[src/rtl/fp_pkg.sv]
// Shared FP rounding types: format/rounding-mode encodings, default NaN and
// the request payload handed from the execution units to the rounder.
package fp_pkg;

  localparam logic [1:0] FMT_SNG = 2'd0;
  localparam logic [1:0] FMT_DBL = 2'd1;
  localparam logic [1:0] FMT_EXT = 2'd2;
  localparam logic [1:0] FMT_ILL = 2'd3;

  localparam logic [2:0] RM_RNE = 3'd0;
  localparam logic [2:0] RM_RTZ = 3'd1;
  localparam logic [2:0] RM_RDN = 3'd2;
  localparam logic [2:0] RM_RUP = 3'd3;
  localparam logic [2:0] RM_RMM = 3'd4;

  // Tag field is sized for the widest writeback tag any instance may carry.
  localparam int unsigned RND_TAG_W = 16;

  localparam logic [79:0] DEFAULT_NAN_EXT = 80'h7FFF_C000_0000_0000_0000;

  typedef struct packed {
    logic [80:0]          a;
    logic                 rbit;
    logic                 tail;
    logic                 rndbit;
    logic [2:0]           rmode;
    logic [1:0]           fmt_in;
    logic [1:0]           fmt_out;
    logic [RND_TAG_W-1:0] tag;
  } rnd_req_t;

endpackage

[src/rtl/fprnd.sv]
// Rounds an unrounded sign/exponent/65-bit mantissa to the narrower of the
// source and destination precisions, renormalising on mantissa carry-out.
module fprnd
  import fp_pkg::*;
(
  input  logic [80:0] A,
  input  logic        rbit,
  input  logic        tail,
  input  logic        rndbit,
  input  logic [2:0]  rmode,
  input  logic        isDBL,
  input  logic        isEXT,
  input  logic        toDBL,
  input  logic        toSNG,
  output logic [79:0] B
);

  logic        sign;
  logic [14:0] exp_in;
  logic [64:0] mant_in;
  logic        prec_sng;
  logic        prec_dbl;
  logic        inc;
  logic [64:0] ulp;
  logic [64:0] keep_mask;
  logic [65:0] sum;
  logic [63:0] mant_out;
  logic [14:0] exp_out;

  always_comb begin
    sign     = A[80];
    exp_in   = A[79:65];
    mant_in  = A[64:0];
    prec_sng = toSNG | (!isDBL & !isEXT);
    prec_dbl = !prec_sng & (toDBL | isDBL);

    // Unit in the last place of a 24/53/64-bit significand inside 64 bits.
    if (prec_sng) begin
      ulp = 65'd1 << 40;
    end else if (prec_dbl) begin
      ulp = 65'd1 << 11;
    end else begin
      ulp = 65'd1;
    end
    keep_mask = ~(ulp - 65'd1);

    case (rmode)
      RM_RTZ:  inc = 1'b0;
      RM_RDN:  inc = sign & (rbit | tail);
      RM_RUP:  inc = !sign & (rbit | tail);
      RM_RMM:  inc = rbit;
      default: inc = rbit & (tail | rndbit);
    endcase

    sum = {1'b0, mant_in & keep_mask} + (inc ? {1'b0, ulp} : 66'd0);

    if (sum[65]) begin
      mant_out = sum[65:2];
      exp_out  = exp_in + 15'd2;
    end else if (sum[64]) begin
      mant_out = sum[64:1];
      exp_out  = exp_in + 15'd1;
    end else begin
      mant_out = sum[63:0];
      exp_out  = exp_in;
    end

    B = {sign, exp_out, mant_out};
  end

endmodule

[src/rtl/rr_arb2.sv]
// Two-way round-robin arbiter; ptr holds the last granted index and only
// moves when a grant is issued (grants are only given to valid requesters).
module rr_arb2 #(
  parameter bit RST_PTR = 1'b1
) (
  input  logic       clk,
  input  logic       rst_n,
  input  logic       en,
  input  logic [1:0] vld,
  output logic [1:0] gnt
);

  logic ptr;

  always_comb begin
    gnt = 2'b00;
    if (en) begin
      case (vld)
        2'b01:   gnt = 2'b01;
        2'b10:   gnt = 2'b10;
        2'b11:   gnt = ptr ? 2'b01 : 2'b10;
        default: gnt = 2'b00;
      endcase
    end
  end

  always_ff @(posedge clk) begin
    if (!rst_n) begin
      ptr <= RST_PTR;
    end else if (|gnt) begin
      ptr <= gnt[1];
    end
  end

endmodule

[src/rtl/fprnd_sched.sv]
// Shares one fprnd rounder between the FADD (req 0) and FMUL (req 1) result
// paths through a two-stage valid/ready pipeline with round-robin arbitration.
module fprnd_sched
  import fp_pkg::*;
#(
  parameter int unsigned TAG_W   = 9,
  parameter bit          RST_PTR = 1'b1
) (
  input  logic                  clk,
  input  logic                  rst_n,
  input  logic                  flush,
  input  logic [1:0]            req_vld,
  output logic [1:0]            req_rdy,
  input  logic [1:0][80:0]      req_A,
  input  logic [1:0]            req_rbit,
  input  logic [1:0]            req_tail,
  input  logic [1:0]            req_rndbit,
  input  logic [1:0][2:0]       req_rmode,
  input  logic [1:0][1:0]       req_fmt_in,
  input  logic [1:0][1:0]       req_fmt_out,
  input  logic [1:0][TAG_W-1:0] req_tag,
  output logic                  out_vld,
  input  logic                  out_rdy,
  output logic [79:0]           out_res,
  output logic [TAG_W-1:0]      out_tag,
  output logic                  out_src,
  output logic                  out_inv
);

  logic       s1_vld;
  logic       s1_src;
  rnd_req_t   s1_req;
  logic       s2_vld;
  logic       s1_adv;
  logic       s2_adv;
  logic       arb_en;
  logic [1:0] gnt;
  logic       xfer;
  logic       sel_src;
  rnd_req_t   sel_req;
  logic       s1_inv;
  logic [79:0] rnd_b;

  assign s2_adv  = !s2_vld | out_rdy;
  assign s1_adv  = !s1_vld | s2_adv;
  // No grant while in reset or flushing, so flush wins over a new request.
  assign arb_en  = s1_adv & !flush & rst_n;
  assign req_rdy = gnt;
  assign xfer    = |gnt;
  assign sel_src = gnt[1];
  assign out_vld = s2_vld;

  rr_arb2 #(
    .RST_PTR (RST_PTR)
  ) u_arb (
    .clk   (clk),
    .rst_n (rst_n),
    .en    (arb_en),
    .vld   (req_vld),
    .gnt   (gnt)
  );

  always_comb begin
    sel_req         = '0;
    sel_req.a       = req_A[sel_src];
    sel_req.rbit    = req_rbit[sel_src];
    sel_req.tail    = req_tail[sel_src];
    sel_req.rndbit  = req_rndbit[sel_src];
    sel_req.rmode   = req_rmode[sel_src];
    sel_req.fmt_in  = req_fmt_in[sel_src];
    sel_req.fmt_out = req_fmt_out[sel_src];
    sel_req.tag     = RND_TAG_W'(req_tag[sel_src]);
  end

  // Operand stage.
  always_ff @(posedge clk) begin
    if (!rst_n) begin
      s1_vld <= 1'b0;
      s1_src <= 1'b0;
      s1_req <= '0;
    end else begin
      if (flush) begin
        s1_vld <= 1'b0;
      end else if (s1_adv) begin
        s1_vld <= xfer;
      end
      if (xfer) begin
        s1_req <= sel_req;
        s1_src <= sel_src;
      end
    end
  end

  assign s1_inv = (s1_req.fmt_in == FMT_ILL) | (s1_req.fmt_out == FMT_ILL);

  fprnd u_rnd (
    .A      (s1_req.a),
    .rbit   (s1_req.rbit),
    .tail   (s1_req.tail),
    .rndbit (s1_req.rndbit),
    .rmode  (s1_req.rmode),
    .isDBL  (s1_req.fmt_in == FMT_DBL),
    .isEXT  (s1_req.fmt_in == FMT_EXT),
    .toDBL  (s1_req.fmt_out == FMT_DBL),
    .toSNG  (s1_req.fmt_out == FMT_SNG),
    .B      (rnd_b)
  );

  // Result stage; holds everything while the writeback stalls.
  always_ff @(posedge clk) begin
    if (!rst_n) begin
      s2_vld  <= 1'b0;
      out_res <= '0;
      out_tag <= '0;
      out_src <= 1'b0;
      out_inv <= 1'b0;
    end else begin
      if (flush) begin
        s2_vld <= 1'b0;
      end else if (s2_adv) begin
        s2_vld <= s1_vld;
      end
      if (s2_adv) begin
        out_res <= s1_inv ? DEFAULT_NAN_EXT : rnd_b;
        out_tag <= TAG_W'(s1_req.tag);
        out_src <= s1_src;
        out_inv <= s1_inv;
      end
    end
  end

endmodule

[config.mk]
export PLATFORM = sky130hd
export DESIGN_NAME = fprnd_sched
export DESIGN_NICKNAME = d
export VERILOG_FILES = /design/src/rtl/fp_pkg.sv /design/src/rtl/fprnd.sv /design/src/rtl/rr_arb2.sv /design/src/rtl/fprnd_sched.sv
export SDC_FILE = /design/constraint.sdc
export NUM_CORES = 1
export LEC_CHECK = 0
export ABC_AREA = 1
export BUFFER_PORTS_ARGS = -buffer_cell sky130_fd_sc_hd__buf_2
export CORE_MARGIN = 1.5
export CORE_UTILIZATION = 30
export DETAILED_ROUTE_END_ITERATION = 10
export PLACE_DENSITY = 0.56
export SYNTH_ARGS = -nofsm -noshare
export SYNTH_HDL_FRONTEND = slang
export SYNTH_SLANG_ARGS = --single-unit
[constraint.sdc]
create_clock -name clk -period 3.2 [get_ports clk]
set_input_delay 0.48 -clock clk [delete_from_list [all_inputs] [get_ports clk]]
set_output_delay 0.48 -clock clk [all_outputs]
set_load 0.005 [all_outputs]
==> results of run 1 <==
-- cell usage in the layout (no fill, tap or decap), types with 5 or more instances in the layout --
master,n
clkbuf_16,20
nand2_4,17
xor2_1,41
buf_12,8
nor3_1,24
ha_4,5
nand2_2,40
nor2_4,11
a21oi_2,12
nor2_1,180
a31oi_1,18
a21oi_1,170
inv_2,10
o21ai_1,7
buf_2,298
inv_1,197
xnor2_1,10
nand3_2,31
o22ai_1,86
buf_4,118
o211ai_1,7
nand3_1,117
nand2_1,458
nand4_1,15
o21ai_0,159
nor2_2,24
buf_6,10
inv_6,6
nand3b_1,21
dfxtp_1,189
-- cell type report --
class	instances	area, um2
Clock buffer	17	425
Clock inverter	15	168
Multi-Input combinational cell	1485	7800
Fill cell	4449	24200
Tap cell	532	666
Inverter	210	808
Timing Repair Buffer	439	2780
Sequential cell	195	3920
-- state kept, by name, summed over array words and instances (netlist names) --
signal and cells:
s1_req 100, out_res 80, out_tag 9, out_inv 1, out_src 1, out_vld 1, s1_src 1, s1_vld 1
u_arb.ptr 1
-- worst max path at each step --
stage	startpoint	end	cells past startpoint	slack (ps)
2_1_floorplan	s1_req[19]	out_res[0]	24	-20
3_3_place_gp	s1_req[19]	out_res[40]	20	-130
3_5_place_dp	s1_req[21]	out_res[40]	20	-140
4_1_cts	s1_req[19]	out_res[28]	23	8
5_1_grt	s1_req[21]	out_res[22]	20	-160
6_report	s1_req[18]	out_res[21]	18	-30
-- critical path, delay by kind of cell (launching register included) --
kind	cells	cell delay, ps
AND/OR/NAND/NOR	12	1680
buffers and inverters	4	690
flip-flops	1	390
adder cells (fa/ha/maj)	1	230
AO/OA/AOI/OAI	1	50
-- metal layers --
| layer | wire length (um) | share of wire | GRT usage | vias to the layer above |
|---|---|---|---|---|
| li1 | - | - | - | 7283 |
| met1 | 23700 | 0.47 | 0.313 | 6719 |
| met2 | 23700 | 0.46 | 0.384 | 407 |
| met3 | 2360 | 0.046 | 0.0361 | 61 |
| met4 | 1190 | 0.023 | 0.0730 | 0 |
| met5 | 0 | 0 | 0 | - |
-- kinds of logic after synthesis --
| kind of cell | Yosys count | share of synthesized area |
|---|---|---|
| and+or+nand+nor | 958 | 0.330 |
| AOI/OAI and AO/OA | 464 | 0.201 |
| buffers and inverters | 320 | 0.107 |
| DFF | 195 | 0.316 |
| xor gates and xnor gates | 53 | 0.0376 |
| adders and majority gates | 9 | 0.00911 |
-- power by group --
group	switching (mW)	leakage (nW)	internal, mW
Sequential	0.159	1.60	2.59
Combinational	0.642	5.34	0.480
Clock	1.10	0.283	1.11
-- timing repair --
action                     CTS  global route
pin swaps                    4            41
setup endpoints to repair   76            79
gates resized for setup     22           173
buffers inserted             2            14
gates cloned                 1             6
==> results.ini, run 1 <==
[synth]
syn_inst = 1999
synth_cell_types = 39
ys_seq_area_frac = 0.316
yosysWarnings = 0
async_flop_share = 0
synth_edf_count = 0
synth_area_leader_cell = dfxtp_1
syn-cell-area_um2 = 12400
synth_flop_cell = dfxtp_1
syn_avg_cell_area_um2 = 6.18
synth-seq-cells = 195
synth_fp_nets = 2214
synth.top_cells.by_count = nand2_1 (508), nor2_1 (204), inv_1 (203), dfxtp_1 (195), a21oi_1 (181)
synthTopCellsByArea = dfxtp_1 (32%), nand2_1 (15%), a21oi_1 (7.3%)
yosysTopAreaCellShare = 0.316
synth_most_common_cell = nand2_1

[status]
failed_checks = negative setup slack
outcome = finished, violations left

[hold_path]
hold_class = in2reg
hold_path_end = s1_req[80]
min_path_cells = 3
min-delay-start = req_A[54]

[setup_path]
cp.arrival_ps = 3550
cp_cell_sequence = ha_4, nor2_4, buf_6, buf_4, nand2_1, nor2_1, nand2_1, nor2_4, inv_2, nor2_2, nand3_4, nand3_4, nand2_8, nor2_8, clkbuf_16, nand2_4, nand3_2, a21oi_1
rrSetupSlack_ps = -30
cp_slowest_cell = dfxtp_1
critPathLaunchType = flop
worstReg2RegEnd = out_res[21]
critPathMaxFanout = 12
reg2reg_from = s1_req[18]
criticalPathCategory = reg2reg
crit_path_end_kind = flop
rr_worst_depth = 18
slowest_delay_ps = 390
crit_required_ps = 3520

[power_and_ir_drop]
cellPowerDensity_nw_per_um2 = 367
power_mw = 6.08
peakVddDrop_mv = 0.337
leakage_nw = 7.23

[detailed_routing]
firstDrtPassIters = 5
vias = 14500
remaining_drc_errors = 0
drt_iter0_markers = 894
viasPerCell = 5.00
drtAntennaViolNets = 0
routedWlPerCell_um = 17.6
routed_wl_um = 51000

[clock_network]
clockBufferDepth = 2
cts_tree = done
cts-htree-levels = 4
cts.sinks = 195
insertion_delay_ps = 470
cts-root-buf = clkbuf_16
clk_pin_slew_ps = 80
cts_hold_buf = 0
numCtsBuffers = 17

[floorplanning]
num_rows = 74
die-width_um = 206
ios = 300
start_util = 0.303
die_y_um = 206
dieArea_um2 = 42400
coreArea_um2 = 40700

[sta]
period_minus_slack_ps = 3230
setup_tns_ps = -288
drv_slew = 0
max_freq_mhz = 310
tightestPinTransition_ps = 777
rsz0062_at_grt = true
timing.final.crit_share = 1.01
whs_ps = 274
setup_slack_ps = -29.1
relSlewSlack = 0.482
hold_viol = 0
skew_ps = 13.5
setup_viol = 20

[finish]
drive_above_1_share = 0.274
final_nets = 2563
antennaDiodeCount = 0
instances_no_fill = 2893
finish.utilization = 0.407
area_growth_pct = 34.0
design_area_um2 = 16600

[grt]
grt_first_pass_wirelength_um = 76000
antenna_found_initial = 0
grt_remaining_overflow = 0
grt_pass1_vias = 13400
grt_max_degree = 103
grtUsageTotal = 0.234

[placed_design]
dp.cells = 2838
io_buffers = 299
place.gp.congestion = 0.942
pre_cts_slack_ps = -144
placed_cell_area_um2 = 15000
dp_hpwl_um = 38700

[run]
drv_cap = 0

No activity file was read; power rests on OpenSTA's default activity.
==> run 2: changes to the inputs <==
--- a/config.mk
+++ b/config.mk
@@ -5,7 +5,6 @@
 export SDC_FILE = /design/constraint.sdc
 export NUM_CORES = 1
 export LEC_CHECK = 0
-export ABC_AREA = 1
 export BUFFER_PORTS_ARGS = -buffer_cell sky130_fd_sc_hd__buf_2
 export CORE_MARGIN = 1.5
 export CORE_UTILIZATION = 30
==> results.ini, run 2 <==
[status]
outcome = finished, violations left
failed_checks = negative setup slack

[setup_path]
cp.arrival_ps = 4190  ; +640 ps
criticalPathCategory = reg2reg
crit_family = buffers and inverters
cp_cell_sequence = inv_2, ha_4, o21bai_4, buf_4, buf_12, ha_4, and2_4, ha_4, nand4_1, nor4_2, a2bb2o_4, and4_4, buf_6, nor2_4, buf_12, buf_12, buf_16, buf_8, nor2_2, o21ai_1, a22o_1
crit_path_end_kind = flop
critPathLaunchType = flop
critPathMaxFanout = 27  ; +15
crit_required_ps = 3540  ; +20 ps
slowest_delay_ps = 340  ; -50 ps
cp_slowest_cell = dfxtp_2
cp_num_buf_inv = 8  ; +4

[floorplanning]
ios = 300  ; unchanged
coreArea_um2 = 36400  ; -11%
dieArea_um2 = 38000  ; -10%
die-width_um = 195  ; -5.3%
die_y_um = 195  ; -5.3%
num_rows = 70  ; -5.4%
start_util = 0.304  ; +0.000330

[sta]
max_freq_mhz = 260  ; -16%
whs_ps = 260  ; -14.4 ps
period_minus_slack_ps = 3850  ; +624 ps
rsz0062_at_grt = true
drv_slew = 0  ; unchanged
hold_viol = 0  ; unchanged
setup_slack_ps = -653  ; -624 ps
setup_viol = 79  ; +300%
skew_ps = 14.2  ; +0.684 ps
relSlewSlack = 0.328  ; -0.154
timing.final.crit_share = 1.20  ; +0.195
tightestPinTransition_ps = 1010  ; +231 ps

[synth]
syn_inst = 1409  ; -30%
synth-seq-cells = 195  ; unchanged
syn_avg_cell_area_um2 = 7.85  ; +27%
synth_edf_count = 0  ; unchanged
ys_seq_area_frac = 0.353  ; +0.0369
synthTopCellsByArea = dfxtp_1 (35%), o211a_1 (9.2%), nand3_1 (9.1%)
synth_fp_nets = 1624  ; -27%
async_flop_share = 0  ; unchanged
synth_most_common_cell = nand2_1
synth_flop_cell = dfxtp_1
synth_area_leader_cell = dfxtp_1
syn-cell-area_um2 = 11100  ; -10%
synth_cell_types = 64  ; +64%
yosysTopAreaCellShare = 0.353  ; +0.0369
yosysWarnings = 0  ; unchanged
synth.top_cells.by_count = nand2_1 (224), nand3_1 (201), dfxtp_1 (195), o211a_1 (102), clkbuf_1 (95)

[grt]
grt_remaining_overflow = 0  ; unchanged
antenna_found_initial = 8  ; +8
grt_pass1_vias = 11200  ; -16%
grt_max_degree = 88  ; -15%
grtUsageTotal = 0.220  ; -0.0143
grt_first_pass_wirelength_um = 65100  ; -14%

[hold_path]
hold_class = in2reg

[clock_network]
cts.sinks = 195  ; unchanged
cts-root-buf = clkbuf_16
clk_pin_slew_ps = 80  ; about the same
clockBufferDepth = 2  ; unchanged
cts_tree = done
cts_hold_buf = 0  ; unchanged
insertion_delay_ps = 450  ; -20 ps
cts-htree-levels = 4  ; unchanged
numCtsBuffers = 17  ; unchanged

[finish]
reg_top3 = s1_req (100), out_res (80), out_tag (9)
finish.utilization = 0.432  ; +0.0253
final.fill_count = 3650  ; -18%
regArea_um2 = 3910  ; -0.22%
final_nets = 1983  ; -23%
design_area_um2 = 15700  ; -5.0%
registers.top_by_ff_count = s1_req
final_cell_mix = buf_2 (298), nand2_1 (221), nand3_1 (200)
largest_reg_flops = 100  ; unchanged
area_growth_pct = 42.2
multi_input_area_um2 = 7470  ; -4.2%
drive_above_1_share = 0.358  ; +0.0841
layout_commonest_cell = buf_2
instances_no_fill = 2256  ; -22%

[detailed_routing]
remaining_drc_errors = 0  ; unchanged
routedWlPerCell_um = 19.5  ; +11%
routed_wl_um = 44000  ; -14%
vias = 12000  ; -17%
drt_iter0_markers = 752  ; -16%
drtAntennaViolNets = 0  ; unchanged
viasPerCell = 5.32  ; +6.4%
firstDrtPassIters = 7  ; +2

[placed_design]
placed_cell_area_um2 = 13700  ; -8.2%
dp.cells = 2177  ; -23%
dp_hpwl_um = 30900  ; -20%
place.gp.congestion = 0.875  ; -7.1%
io_buffers = 299  ; unchanged

[power_and_ir_drop]
p_sw_mw = 1.71  ; -10%
peakVddDrop_mv = 0.347  ; +3.1%
clockPowerShare = 0.379  ; +0.016
p_comb_frac = 0.175  ; -0.010
leakage_nw = 7.65  ; +5.9%
power.internal_mw = 4.31  ; +3.2%
swShare = 0.284  ; -0.0287
pwr-share-seq = 0.446  ; -0.006
power_mw = 6.02  ; -0.91%
cellPowerDensity_nw_per_um2 = 383  ; +4.3%

[run]
drv_cap = 0  ; unchanged

==> run 2: changes by cell type after synthesis, moves of 21 or more <==
cell | before | now
a21oi_1 | 181 | 73
o211a_1 | 0 | 102
nand3b_1 | 21 | 0
nand3_1 | 149 | 201
o21ai_0 | 164 | 74
xnor2_1 | 10 | 47
mux2i_1 | 0 | 39
inv_1 | 203 | 13
nand2_1 | 508 | 224
o22ai_1 | 86 | 0
nor2_1 | 204 | 75
==> run 2: power by group through the flow <==
stage / logic, mW / registers [mW] / clock network, mW
floorplan: 0.512 / 2.71 / 0
global placement: 0.919 / 2.73 / 0
detailed placement: 0.929 / 2.73 / 0
CTS: 0.978 / 2.68 / 2.33
global route: 1.15 / 2.70 / 2.41
finish: 1.05 / 2.68 / 2.28
==> run 2: logic make-up after synthesis <==
kind of cell | share of synthesized area
xor gates and xnor gates | 0.0594
muxes | 0.0353
adders and majority gates | 0.0102
buffers and inverters | 0.0478
DFF | 0.353
and+or+nand+nor | 0.262
AOI/OAI and AO/OA | 0.233
==> run 2: metal layers <==
metal	vias to the layer above	global-route usage	wire (um)	share of wire
met5	-	0	7	0.00016
met3	70	0.0513	2500	0.057
li1	5797	-	-	-
met4	2	0.0798	1320	0.030
met1	5770	0.291	20000	0.45
met2	365	0.347	20200	0.46
==> run 2: final cells by class <==
type | count | share of cell area
well taps | 468 | 0.0372
diodes | 7 | 0.00111
repair buffers | 453 | 0.197
multi-input cells | 1087 | 0.475
inverters | 14 | 0.00366
clock buffers | 21 | 0.0286
flip-flops and latches | 195 | 0.248
clock inverters | 11 | 0.00946
==> run 2: final timing paths <==
kind                     from     endpoint  slack, ps  cells past startpoint
setup / recovery   s1_req[19]  out_res[37]       -650                     21
hold / removal       req_A[1]   s1_req[27]        260                      2
setup reg to reg   s1_req[19]  out_res[37]       -650                     21
hold reg to reg   out_res[44]  out_res[44]        440                      2
==> run 2: timing repair <==
item / CTS / global route
endpoints found under the setup margin: 79 / 79
setup buffers: 9 / 20
pin swaps: 38 / 45
gates cloned: 6 / 7
gates resized for setup: 84 / 145
==> run 2: per-stage QoR <==
stage / worst slack, ps / setup TNS [ps]
4_1_cts: -586 / -39410
2_1_floorplan: -954 / -61050
6_report: -653 / -44810
5_1_grt: -795 / -56200
3_5_place_dp: -1050 / -66230
3_3_place_gp: -930 / -61650
